**config.mk**
```make
export PLATFORM = sky130hd
export DESIGN_NAME = sram_seq_writer
export DESIGN_NICKNAME = d
export VERILOG_FILES = /design/src/rtl/sram_seq_writer_pkg.sv /design/src/rtl/sram_seq_writer_packer.sv /design/src/rtl/sram_seq_writer.sv
export SDC_FILE = /design/constraint.sdc
export NUM_CORES = 1
export LEC_CHECK = 0
export ABC_AREA = 1
export ABC_CLOCK_PERIOD_IN_PS = 6520
export CAP_MARGIN = 20
export CORE_ASPECT_RATIO = 2
export CORE_MARGIN = 2
export CORE_UTILIZATION = 47
export DETAILED_ROUTE_END_ITERATION = 16
export PLACE_DENSITY = 0.7
export SYNTH_ARGS = -nofsm -noshare
export SYNTH_HDL_FRONTEND = slang
export SYNTH_SLANG_ARGS = --single-unit
```
**constraint.sdc**
```tcl
create_clock -name clk -period 6.52 [get_ports clk]
set_clock_uncertainty 0.2 [all_clocks]
set_input_delay 0.652 -clock clk [delete_from_list [all_inputs] [get_ports clk]]
set_output_delay 0.652 -clock clk [all_outputs]
set_load 0.05 [all_outputs]
```
**src/rtl/sram_seq_writer_pkg.sv**
```systemverilog
// Shared constants for the sequence SRAM writer: base encoding, FSM states
// and the bases-per-word helper used by writer, loader and parsers.
package sram_seq_writer_pkg;

  localparam logic [1:0] BASE_A = 2'd0;
  localparam logic [1:0] BASE_C = 2'd1;
  localparam logic [1:0] BASE_G = 2'd2;
  localparam logic [1:0] BASE_T = 2'd3;

  typedef enum logic [2:0] {
    ST_IDLE,
    ST_FILL,
    ST_FLUSH,
    ST_HEADER,
    ST_DONE
  } wr_state_e;

  // Header word: length in [LEN_W-1:0], all upper bits zero.
  function automatic int bpw(input int word_w, input int base_w);
    return word_w / base_w;
  endfunction

endpackage

```
**src/rtl/sram_seq_writer_packer.sv**
```systemverilog
// Word packer: drops 2-bit codes LSB-first into lanes and flags the push
// that completes a word. word_o already contains the base being pushed.
module sram_seq_writer_packer #(
  parameter int WORD_W = 64,
  parameter int BASE_W = 2
) (
  input  logic              clk,
  input  logic              rst_n,
  input  logic              clear_i,
  input  logic              push_i,
  input  logic [BASE_W-1:0] base_i,
  output logic [WORD_W-1:0] word_o,
  output logic              complete_o,
  output logic              empty_o
);
  localparam int BPW    = WORD_W / BASE_W;
  localparam int LANE_W = (BPW > 1) ? $clog2(BPW) : 1;

  logic [LANE_W-1:0] lane_q, lane_d;
  logic [WORD_W-1:0] pack_q, pack_d;

  always_comb begin
    word_o = pack_q;
    for (int l = 0; l < BPW; l++) begin
      if (push_i && lane_q == LANE_W'(l)) word_o[l*BASE_W +: BASE_W] = base_i;
    end
    complete_o = push_i && (lane_q == LANE_W'(BPW - 1));
    pack_d     = pack_q;
    lane_d     = lane_q;
    if (clear_i || complete_o) begin
      pack_d = '0;
      lane_d = '0;
    end else if (push_i) begin
      pack_d = word_o;
      lane_d = lane_q + LANE_W'(1);
    end
  end

  assign empty_o = (lane_q == '0);

  always_ff @(posedge clk or negedge rst_n) begin
    if (!rst_n) begin
      lane_q <= '0;
      pack_q <= '0;
    end else begin
      lane_q <= lane_d;
      pack_q <= pack_d;
    end
  end

endmodule

```
**src/rtl/sram_seq_writer.sv**
```systemverilog
// Host-side writer for the T/Q sequence SRAMs: packs a base stream into words
// at base+1.. and finishes with a length header at base.
module sram_seq_writer
  import sram_seq_writer_pkg::*;
#(
  parameter int WORD_W    = 64,
  parameter int ADDR_W    = 16,
  parameter int BASE_W    = 2,
  parameter int LEN_W     = 16,
  parameter int MAX_BASES = 4096
) (
  input  logic              clk,
  input  logic              rst_n,
  input  logic              start_i,
  input  logic              sel_T_i,
  input  logic [ADDR_W-1:0] base_addr_i,
  input  logic [BASE_W-1:0] base_i,
  input  logic              base_valid_i,
  input  logic              last_i,
  output logic              base_ready_o,
  output logic              wen_o,
  output logic              sel_T_o,
  output logic [ADDR_W-1:0] addr_o,
  output logic [WORD_W-1:0] wdata_o,
  output logic              busy_o,
  output logic              done_o,
  output logic              err_o,
  output logic [LEN_W-1:0]  len_o
);
  wr_state_e         state_q, state_d;
  logic              sel_q, sel_d;
  logic [ADDR_W-1:0] hdr_addr_q, hdr_addr_d;
  logic [ADDR_W-1:0] ptr_q, ptr_d;
  logic [LEN_W-1:0]  cnt_q, cnt_d;
  logic [LEN_W-1:0]  len_q, len_d;
  logic              err_q, err_d;
  logic              wen_q, wen_d;
  logic [ADDR_W-1:0] addr_q, addr_d;
  logic [WORD_W-1:0] wdata_q, wdata_d;
  logic              busy_q, busy_d;
  logic              done_q, done_d;

  logic              pk_clear, pk_push, pk_complete, pk_empty;
  logic [WORD_W-1:0] pk_word;

  sram_seq_writer_packer #(.WORD_W(WORD_W), .BASE_W(BASE_W)) u_packer (
    .clk        (clk),
    .rst_n      (rst_n),
    .clear_i    (pk_clear),
    .push_i     (pk_push),
    .base_i     (base_i),
    .word_o     (pk_word),
    .complete_o (pk_complete),
    .empty_o    (pk_empty)
  );

  assign base_ready_o = (state_q == ST_FILL);

  always_comb begin
    state_d    = state_q;
    sel_d      = sel_q;
    hdr_addr_d = hdr_addr_q;
    ptr_d      = ptr_q;
    cnt_d      = cnt_q;
    len_d      = len_q;
    err_d      = err_q;
    wen_d      = 1'b0;
    addr_d     = addr_q;
    wdata_d    = wdata_q;
    pk_clear   = 1'b0;
    pk_push    = 1'b0;
    unique case (state_q)
      ST_IDLE: begin
        if (start_i) begin
          sel_d      = sel_T_i;
          hdr_addr_d = base_addr_i;
          ptr_d      = base_addr_i + ADDR_W'(1);
          cnt_d      = '0;
          err_d      = 1'b0;
          pk_clear   = 1'b1;
          state_d    = ST_FILL;
        end
      end
      ST_FILL: begin
        if (base_valid_i) begin
          if (cnt_q == LEN_W'(MAX_BASES)) begin
            // Region full: drop this base and close out what we have.
            err_d   = 1'b1;
            state_d = pk_empty ? ST_HEADER : ST_FLUSH;
          end else begin
            pk_push = 1'b1;
            cnt_d   = cnt_q + LEN_W'(1);
            // A last base on a partial word writes that word straight away,
            // so both end cases share the same write/header/done latency.
            if (pk_complete || last_i) begin
              wen_d   = 1'b1;
              addr_d  = ptr_q;
              wdata_d = pk_word;
              ptr_d   = ptr_q + ADDR_W'(1);
            end
            if (last_i) begin
              pk_clear = 1'b1;
              state_d  = ST_HEADER;
            end
          end
        end
      end
      ST_FLUSH: begin
        wen_d    = 1'b1;
        addr_d   = ptr_q;
        wdata_d  = pk_word;
        ptr_d    = ptr_q + ADDR_W'(1);
        pk_clear = 1'b1;
        state_d  = ST_HEADER;
      end
      ST_HEADER: begin
        wen_d   = 1'b1;
        addr_d  = hdr_addr_q;
        wdata_d = WORD_W'(cnt_q);
        len_d   = cnt_q;
        state_d = ST_DONE;
      end
      ST_DONE: begin
        state_d = ST_IDLE;
      end
      default: state_d = ST_IDLE;
    endcase
    busy_d = (state_d != ST_IDLE);
    done_d = (state_q == ST_DONE);
  end

  always_ff @(posedge clk or negedge rst_n) begin
    if (!rst_n) begin
      state_q    <= ST_IDLE;
      sel_q      <= 1'b0;
      hdr_addr_q <= '0;
      ptr_q      <= '0;
      cnt_q      <= '0;
      len_q      <= '0;
      err_q      <= 1'b0;
      wen_q      <= 1'b0;
      addr_q     <= '0;
      wdata_q    <= '0;
      busy_q     <= 1'b0;
      done_q     <= 1'b0;
    end else begin
      state_q    <= state_d;
      sel_q      <= sel_d;
      hdr_addr_q <= hdr_addr_d;
      ptr_q      <= ptr_d;
      cnt_q      <= cnt_d;
      len_q      <= len_d;
      err_q      <= err_d;
      wen_q      <= wen_d;
      addr_q     <= addr_d;
      wdata_q    <= wdata_d;
      busy_q     <= busy_d;
      done_q     <= done_d;
    end
  end

  assign wen_o   = wen_q;
  assign sel_T_o = sel_q;
  assign addr_o  = addr_q;
  assign wdata_o = wdata_q;
  assign busy_o  = busy_q;
  assign done_o  = done_q;
  assign err_o   = err_q;
  assign len_o   = len_q;

endmodule

```
==> results by group, run 1 <==
Drt
  • Via density per instance: 5.13
  • Number of nets still failing antenna checks after routing: 0
  • Routed vias: 8716
  • Count of TritonRoute iterations in the first routing pass: 5
  • Total Routed Length: 26500 um
  • Routed WL per cell: 15.6 um
  • DRC violation count after routing: 0
  • DR iter-0 viols: 447

Die
  • I/O Pins: 126
  • Core Footprint: 22100 sq um
  • Row Count: 77
  • Overall die height: 215 um
  • Initial core utilization: 47.6%
  • Area of the die: 23600 sq um
  • Width of the chip: 110 um

CTS
  • Number of buffers on the longest clock path: 3
  • CTS buffer count: 20
  • Clock Pin Slew Worst Setup and Hold Paths: 0.07 ns
  • Clock sink total: 221
  • TritonCTS clock tree: done
  • H-tree depth: 1
  • Post-cts gate resize count: 0
  • Latest clock arrival within the worst-skew pair: 0.51 ns
  • CTS root buffer: sky130_fd_sc_hd__clkbuf_16
  • Number of setup buffers added after CTS: 0
  • CTS hold repair buffers: 0

Global route
  • Via count of the first global-routing pass: 8795
  • Number of antenna violations at the first check in global routing: 0
  • Largest net degree at the start of global routing: 103
  • Remaining Overflow, GRT: 0
  • Gr usage total: 23.6%
  • Global-route wire length before repair: 44500 um

Outcome
  • Result of the run: finished, violations left
  • Violated checks: hold timing

Placed design
  • Number of input and output port buffers inserted: 125
  • Last weighted congestion value of the routability-driven placer: 0.905
  • Detailed-placement wirelength estimate: 18500 um
  • Placed cells: 1664

Logic synthesis
  • Most used flip-flop cell after synthesis: sky130_fd_sc_hd__dfrtp_1
  • Fraction of the yosys area taken by sequential cells: 52.7%
  • Largest cells by area after synthesis: sky130_fd_sc_hd__dfrtp_1 53%, sky130_fd_sc_hd__nand2_1 18%, sky130_fd_sc_hd__o21ai_0 4.6%, sky130_fd_sc_hd__nand3_1 3.7%, sky130_fd_sc_hd__inv_1 3.7%
  • Most used standard cells in the synthesized netlist: 495 x sky130_fd_sc_hd__nand2_1, 221 x sky130_fd_sc_hd__dfrtp_1, 103 x sky130_fd_sc_hd__inv_1, 98 x sky130_fd_sc_hd__nor2_1, 97 x sky130_fd_sc_hd__o21ai_0
  • Cell area after synthesis: 10500 sq um
  • Number of standard cells after synthesis: 1311
  • Area fraction of the dominant cell type after synthesis: 52.7%
  • Post-synthesis async set-or-reset flop share: 100%
  • Cell taking the most area after synthesis: sky130_fd_sc_hd__dfrtp_1
  • Register bit total from synthesis: 221
  • Number of distinct library cell variants in the gate-level netlist after synthesis: 36
  • Net count after synthesis: 1344
  • Mean cell area of the mapped netlist: 8.01 sq um
  • Most numerous cell in the Yosys netlist: sky130_fd_sc_hd__nand2_1
  • Count of flip-flops with a built-in enable after synthesis: 0
  • Number of synthesis warnings: 0

STA
  • Post-route setup TNS: 0 ns
  • Post-route clock period utilization: 60.1%
  • Total count of hold-check failures in the final report: 13
  • Final-report max-slew violation count: 0
  • RSZ-0062 raised after global routing: no
  • Hold slack final: -0.0145 ns
  • Min cycle time layout: 3.92 ns
  • Fmax: 0.255 GHz
  • Worst slew margin relative to its limit: 25.9%
  • Slew at the pin closest to its max-slew limit: 1.11 ns
  • Setup violation total in the final timing report: 0

Setup path
  • Endpoint class of the critical path: primary output
  • Arrival time of the worst setup path: 3.06 ns
  • Slack of the worst reg-to-reg path: 2.71 ns
  • Critical path fanouts, max: 40
  • CP Class: flop to primary output
  • Number of cells on the worst reg-to-reg path: 10
  • Endpoint required time on the critical path: 5.67 ns
  • Startpoint type of the worst setup path: flop

Finish
  • Synth-to-layout area growth: 19.6%
  • Number of non-filler instances in the completed layout: 1699
  • Final layout net count: 1443
  • Antenna diodes: 0
  • Layout cell share with drive strength beyond 1: 5.97%

Power and ir drop
  • Maximum vdd ir drop: 0.000359 V
  • Pwr per Cell Area: 424 nW/um^2
  • Leakage power: 6.21 nW

Min path
  • Min-delay worst type: primary input to async pin

Run
  • Total of max-cap violations: 0
## per-stage QoR
| step | utilization (%) | setup slack [ns] | hold WS [ns] | area [sq um] | total power [W] |
|---|---|---|---|---|---|
| after global routing | 56.9 | 2.37 | 0.0406 | 12600 | 0.00569 |
| final | 56.9 | 2.60 | -0.0145 | 12600 | 0.00532 |
| after CTS | 56.9 | 2.60 | 0.0218 | 12600 | 0.00536 |
| after global placement | 53.7 | 2.66 | 0.265 | 11900 | 0.00405 |
| after detailed placement | 53.7 | 2.55 | 0.265 | 11900 | 0.00409 |
| after floorplan | - | 4.34 | 0.156 | 10500 | 0.00353 |
## worst max-delay path, cell delays in order, from the launching register on
cell and delay, ns:
sky130_fd_sc_hd__dfrtp_1 0.40, sky130_fd_sc_hd__inv_2 0.11, sky130_fd_sc_hd__nand3_2 0.66, sky130_fd_sc_hd__inv_2 0.50
sky130_fd_sc_hd__clkdlybuf4s50_1 0.88
## final timing paths
kind                                  start            to
worst min register to register  wdata_o[30]   wdata_o[30]
max in group asynchronous             rst_n   wdata_o[48]
worst min-delay path                  rst_n    addr_o[10]
worst max register to register   state_q[2]   wdata_o[45]
min in group clk                wdata_o[30]   wdata_o[30]
worst max-delay path             state_q[2]  base_ready_o
## cells in the final DEF (no fill, tap or decap), drive strengths merged
cell type      count
nor2             107
a21oi             34
clkbuf            29
ha                 9
nor4               3
nand3b             7
bufinv             3
o22ai              4
nand3             84
nand4             10
o31ai              7
clkinvlp           1
xor2              12
or2                4
nor3               8
o211ai            16
xnor2              1
nand2            506
clkdlybuf4s50    124
clkinv             4
inv              111
o21ai            112
dfrtp            221
buf                6
## cells by family (layout without fill, tap and decap cells)
logic type | Yosys count | after routing | synth area share (%)
flip-flops | 221 | 221 | 52.7
adder cells (fa/ha/maj) | 9 | 9 | 1.07
AND/OR/NAND/NOR | 729 | 729 | 29.2
buffers and inverters | 166 | 278 | 6.73
AO/OA/AOI/OAI | 173 | 173 | 9.20
XOR/XNOR | 13 | 13 | 1.08
## routing by layer
metal | vias to the layer above | track usage [%] | wire, um
met2 | 185 | 42.1 | 14000
met1 | 4125 | 29.3 | 10900
met4 | 0 | 8.14 | 791
met3 | 52 | 2.15 | 865
li1 | 4354 | - | -
met5 | - | 0 | 0
## cell type report
cell class	count	area, sq um
fill	2075	9510
sequential	221	5530
multi-input combinational	924	4260
timing repair buffer	130	1290
clock buffer	29	586
inverter	113	429
tap	276	345
clock inverter	6	108
## where the power goes
part	internal [W]	switching [W]	total [W]
registers	0.00160	0.000160	0.00176
clock network	0.000743	0.000516	0.00126
logic	0.000584	0.00172	0.00230
## sequential cells by signal, summed over array words and instances, names as in the netlist
signal,cells
hdr_addr_q,16
err_o,1
wen_o,1
len_o,16
busy_o,1
cnt_q,16
addr_o,16
state_q,3
u_packer.pack_q,64
done_o,1
wdata_o,64
ptr_q,16
sel_T_o,1
u_packer.lane_q,5
No activity file was read; power rests on OpenSTA's default activity.
==> run 2, diff against run 1 <==
- ABC_CLOCK_PERIOD_IN_PS: 6520 -> 3820
- clock period: 6.52 -> 3.82 ns (I/O delays scaled with it)
==> run 2 against run 1 <==
  * The flow now finishes without violations
  * Cell count increased by 0.88%
  * Count of clock-buffer cells in the layout decreased by 6
  * Non-clock buffer count increased by 14
  * Worst hold slack improved by 0.23 ns
  * Routed wire length increased by 3.2%
  * Setup slack got worse by 1.8 ns
  * First-iteration DRC count increased by 26%
  * Die area unchanged
  * Critical path type unchanged
==> results by group, run 2 (synthesized netlist as in run 1, its figures left out) <==
CTS
  • Latest clock arrival within the worst-skew pair: 0.52 ns (was 0.51 ns)
  • CTS root buffer: sky130_fd_sc_hd__clkbuf_16 (unchanged)
  • Clock Pin Slew Worst Setup and Hold Paths: 0.06 ns (was 0.07 ns)
  • Number of setup buffers added after CTS: 0 (unchanged)
  • H-tree depth: 1 (unchanged)
  • Number of buffers on the longest clock path: 3 (unchanged)
  • TritonCTS clock tree: done (unchanged)
  • CTS buffer count: 21 (was 20)
  • Clock sink total: 221 (unchanged)

Setup path
  • Number of cells on the critical path: 5 (was 4)
  • Slack of the worst reg-to-reg path: 0.95 ns (was 2.71 ns)
  • Worst-path cell chain: inv_2 -> nand3_2 -> inv_2 -> buf_4 -> clkdlybuf4s50_1 (was inv_2 -> nand3_2 -> inv_2 -> clkdlybuf4s50_1)
  • Arrival time of the worst setup path: 2.46 ns (was 3.06 ns)
  • CP Class: flop to primary output (unchanged)
  • Startpoint type of the worst setup path: flop (unchanged)
  • Critical path's largest stage delay: 0.82 ns (was 0.88 ns)
  • Most repeated library cell on the critical path: sky130_fd_sc_hd__inv_2 (unchanged)
  • Endpoint class of the critical path: primary output (unchanged)
  • Number of cells on the worst reg-to-reg path: 11 (was 10)
  • Worst path slowest cell: sky130_fd_sc_hd__clkdlybuf4s50_1 (unchanged)
  • Worst Path Buf+Inv: 4 (was 3)
  • Endpoint required time on the critical path: 3.24 ns (was 5.67 ns)
  • Critical path fanouts, max: 10 (was 40)
  • Gate family responsible for the most delay along the worst path: buffers and inverters (unchanged)

Finish
  • Core Util, Final: 57.4% (was 56.9%)
  • Most common cell after layout, fill and taps aside: sky130_fd_sc_hd__nand2_1 (unchanged)
  • Antenna diodes: 0 (unchanged)
  • Layout cell share with drive strength beyond 1: 7.09% (was 5.97%)
  • Synth-to-layout area growth: 20.7% (was 19.6%)
  • Fillers: 2007 (was 2075)
  • Top library cells by usage in the layout, fill and taps aside: 495 x sky130_fd_sc_hd__nand2_1, 221 x sky130_fd_sc_hd__dfrtp_1, 124 x sky130_fd_sc_hd__clkdlybuf4s50_1, 103 x sky130_fd_sc_hd__inv_1, 98 x sky130_fd_sc_hd__nor2_1 (unchanged)
  • Final layout net count: 1458 (was 1443)

Power and ir drop
  • Internal: 0.00502 W (was 0.00293 W)
  • Combinational share of power: 44.3% (was 43.2%)
  • Leakage power: 6.27 nW (was 6.21 nW)
  • Net switching fraction of the power: 45.5% (was 45.0%)
  • Pwr per Cell Area: 728 nW/um^2 (was 424 nW/um^2)
  • Part of the total power dissipated in the clock network: 23.3% (was 23.7%)
  • Switching power: 0.00420 W (was 0.00239 W)
  • Maximum vdd ir drop: 0.000584 V (was 0.000359 V)
  • Sequential share of power: 32.4% (was 33.1%)

Die
  • I/O Pins: 126 (unchanged)
  • Area of the die: 23600 sq um (unchanged)
  • Width of the chip: 110 um (unchanged)
  • Initial core utilization: 47.6% (unchanged)
  • Row Count: 77 (unchanged)
  • Overall die height: 215 um (unchanged)
  • Core Footprint: 22100 sq um (unchanged)

Global route
  • Global-route wire length before repair: 44900 um (was 44500 um)
  • Remaining Overflow, GRT: 0 (unchanged)
  • Gr usage total: 24.1% (was 23.6%)
  • Largest net degree at the start of global routing: 91 (was 103)
  • Number of antenna violations at the first check in global routing: 0 (unchanged)
  • Via count of the first global-routing pass: 8893 (was 8795)

STA
  • Total count of hold-check failures in the final report: 0 (was 13)
  • Final-report max-slew violation count: 0 (unchanged)
  • RSZ-0062 raised after global routing: no (unchanged)
  • Setup violation total in the final timing report: 0 (unchanged)
  • Slew at the pin closest to its max-slew limit: 0.723 ns (was 1.11 ns)
  • Min cycle time layout: 3.05 ns
  • Fmax: 0.328 GHz
  • Post-route clock period utilization: 79.7%
  • Post-route setup TNS: 0 ns (unchanged)
  • Worst slew margin relative to its limit: 51.8% (was 25.9%)

Placed design
  • Last weighted congestion value of the routability-driven placer: 0.890 (was 0.905)
  • Detailed-placement wirelength estimate: 19600 um (was 18500 um)
  • Number of input and output port buffers inserted: 125 (unchanged)

Drt
  • DRC violation count after routing: 0 (unchanged)
  • Via density per instance: 5.16 (was 5.13)
  • Routed WL per cell: 16.0 um (was 15.6 um)
  • Count of TritonRoute iterations in the first routing pass: 5 (unchanged)
  • Number of nets still failing antenna checks after routing: 0 (unchanged)
  • Routed vias: 8839 (was 8716)
  • DR iter-0 viols: 561 (was 447)
  • Total Routed Length: 27400 um (was 26500 um)

Min path
  • Worst Hold Path Cells: 3
  • Min-delay worst type: primary input to flop (was primary input to async pin)

Outcome
  • Result of the run: finished clean (was finished, violations left)

Run
  • Total of max-cap violations: 0 (unchanged)
==> run 2: stage by stage <==
| stage | worst slack, ns | cell area [sq um] | hold slack (ns) | std cells | power (W) |
|---|---|---|---|---|---|
| 4_1_cts | 0.767 | 12700 | 0.203 | 1714 | 0.00930 |
| 3_5_place_dp | 0.970 | 12000 | 0.239 | 1677 | 0.00712 |
| 3_3_place_gp | 1.04 | 12000 | 0.240 | 1677 | 0.00706 |
| 5_1_grt | 0.699 | 12700 | 0.252 | 1714 | 0.00982 |
| 2_1_floorplan | 1.64 | 10500 | -0.114 | 1311 | 0.00602 |
| 6_report | 0.774 | 12700 | 0.217 | 1714 | 0.00922 |
==> run 2: per-layer routing <==
| metal | routed length, um | global-route usage [%] |
|---|---|---|
| met2 | 14900 | 43.8 |
| met4 | 848 | 9.20 |
| met3 | 1050 | 2.67 |
| met1 | 10600 | 28.4 |
| met5 | 0 | 0 |
==> run 2: area by class of cell <==
| class | count | area [sq um] | area share (%) |
|---|---|---|---|
| Tap cell | 276 | 345 | 2.73 |
| Multi-Input combinational cell | 924 | 4260 | 33.6 |
| Clock buffer | 23 | 533 | 4.21 |
| Inverter | 113 | 429 | 3.39 |
| Timing Repair Buffer | 144 | 1410 | 11.2 |
| Clock inverter | 13 | 159 | 1.25 |
| Sequential cell | 221 | 5530 | 43.6 |
==> run 2: timing repair <==
item	CTS	global route
gates resized for setup	0	0
hold endpoints to repair	86	0
hold buffers	1	0
==> run 2: power by group through the flow <==
stage	combinational [W]	clock (W)	sequential, W
after floorplan	0.00256	0	0.00347
after global placement	0.00405	0	0.00302
after detailed placement	0.00410	0	0.00302
after CTS	0.00412	0.00220	0.00298
after global routing	0.00450	0.00229	0.00303
final	0.00408	0.00215	0.00299
==> run 2: final timing paths <==
kind | startpoint | to
min in group asynchronous | rst_n | addr_o[10]
worst min-delay path | sel_T_i | sel_T_o
worst min register to register | len_o[12] | len_o[12]
worst max-delay path | state_q[2] | base_ready_o
max in group asynchronous | rst_n | wdata_o[46]
worst max register to register | cnt_q[0] | wdata_o[10]
==> run 2: worst reg2reg max path, cell delays in order (launching register included) <==
cell                      delay, ns
sky130_fd_sc_hd__dfrtp_1       0.49
sky130_fd_sc_hd__inv_1         0.12
sky130_fd_sc_hd__ha_1          0.19
sky130_fd_sc_hd__nand4_2       0.11
sky130_fd_sc_hd__nor2_2        0.17
sky130_fd_sc_hd__nand2_4       0.13
sky130_fd_sc_hd__o21ai_1       0.17
sky130_fd_sc_hd__inv_2         0.06
sky130_fd_sc_hd__nand2_4       0.27
sky130_fd_sc_hd__buf_4         0.58
sky130_fd_sc_hd__nand2_1       0.20
sky130_fd_sc_hd__nand3_1       0.12
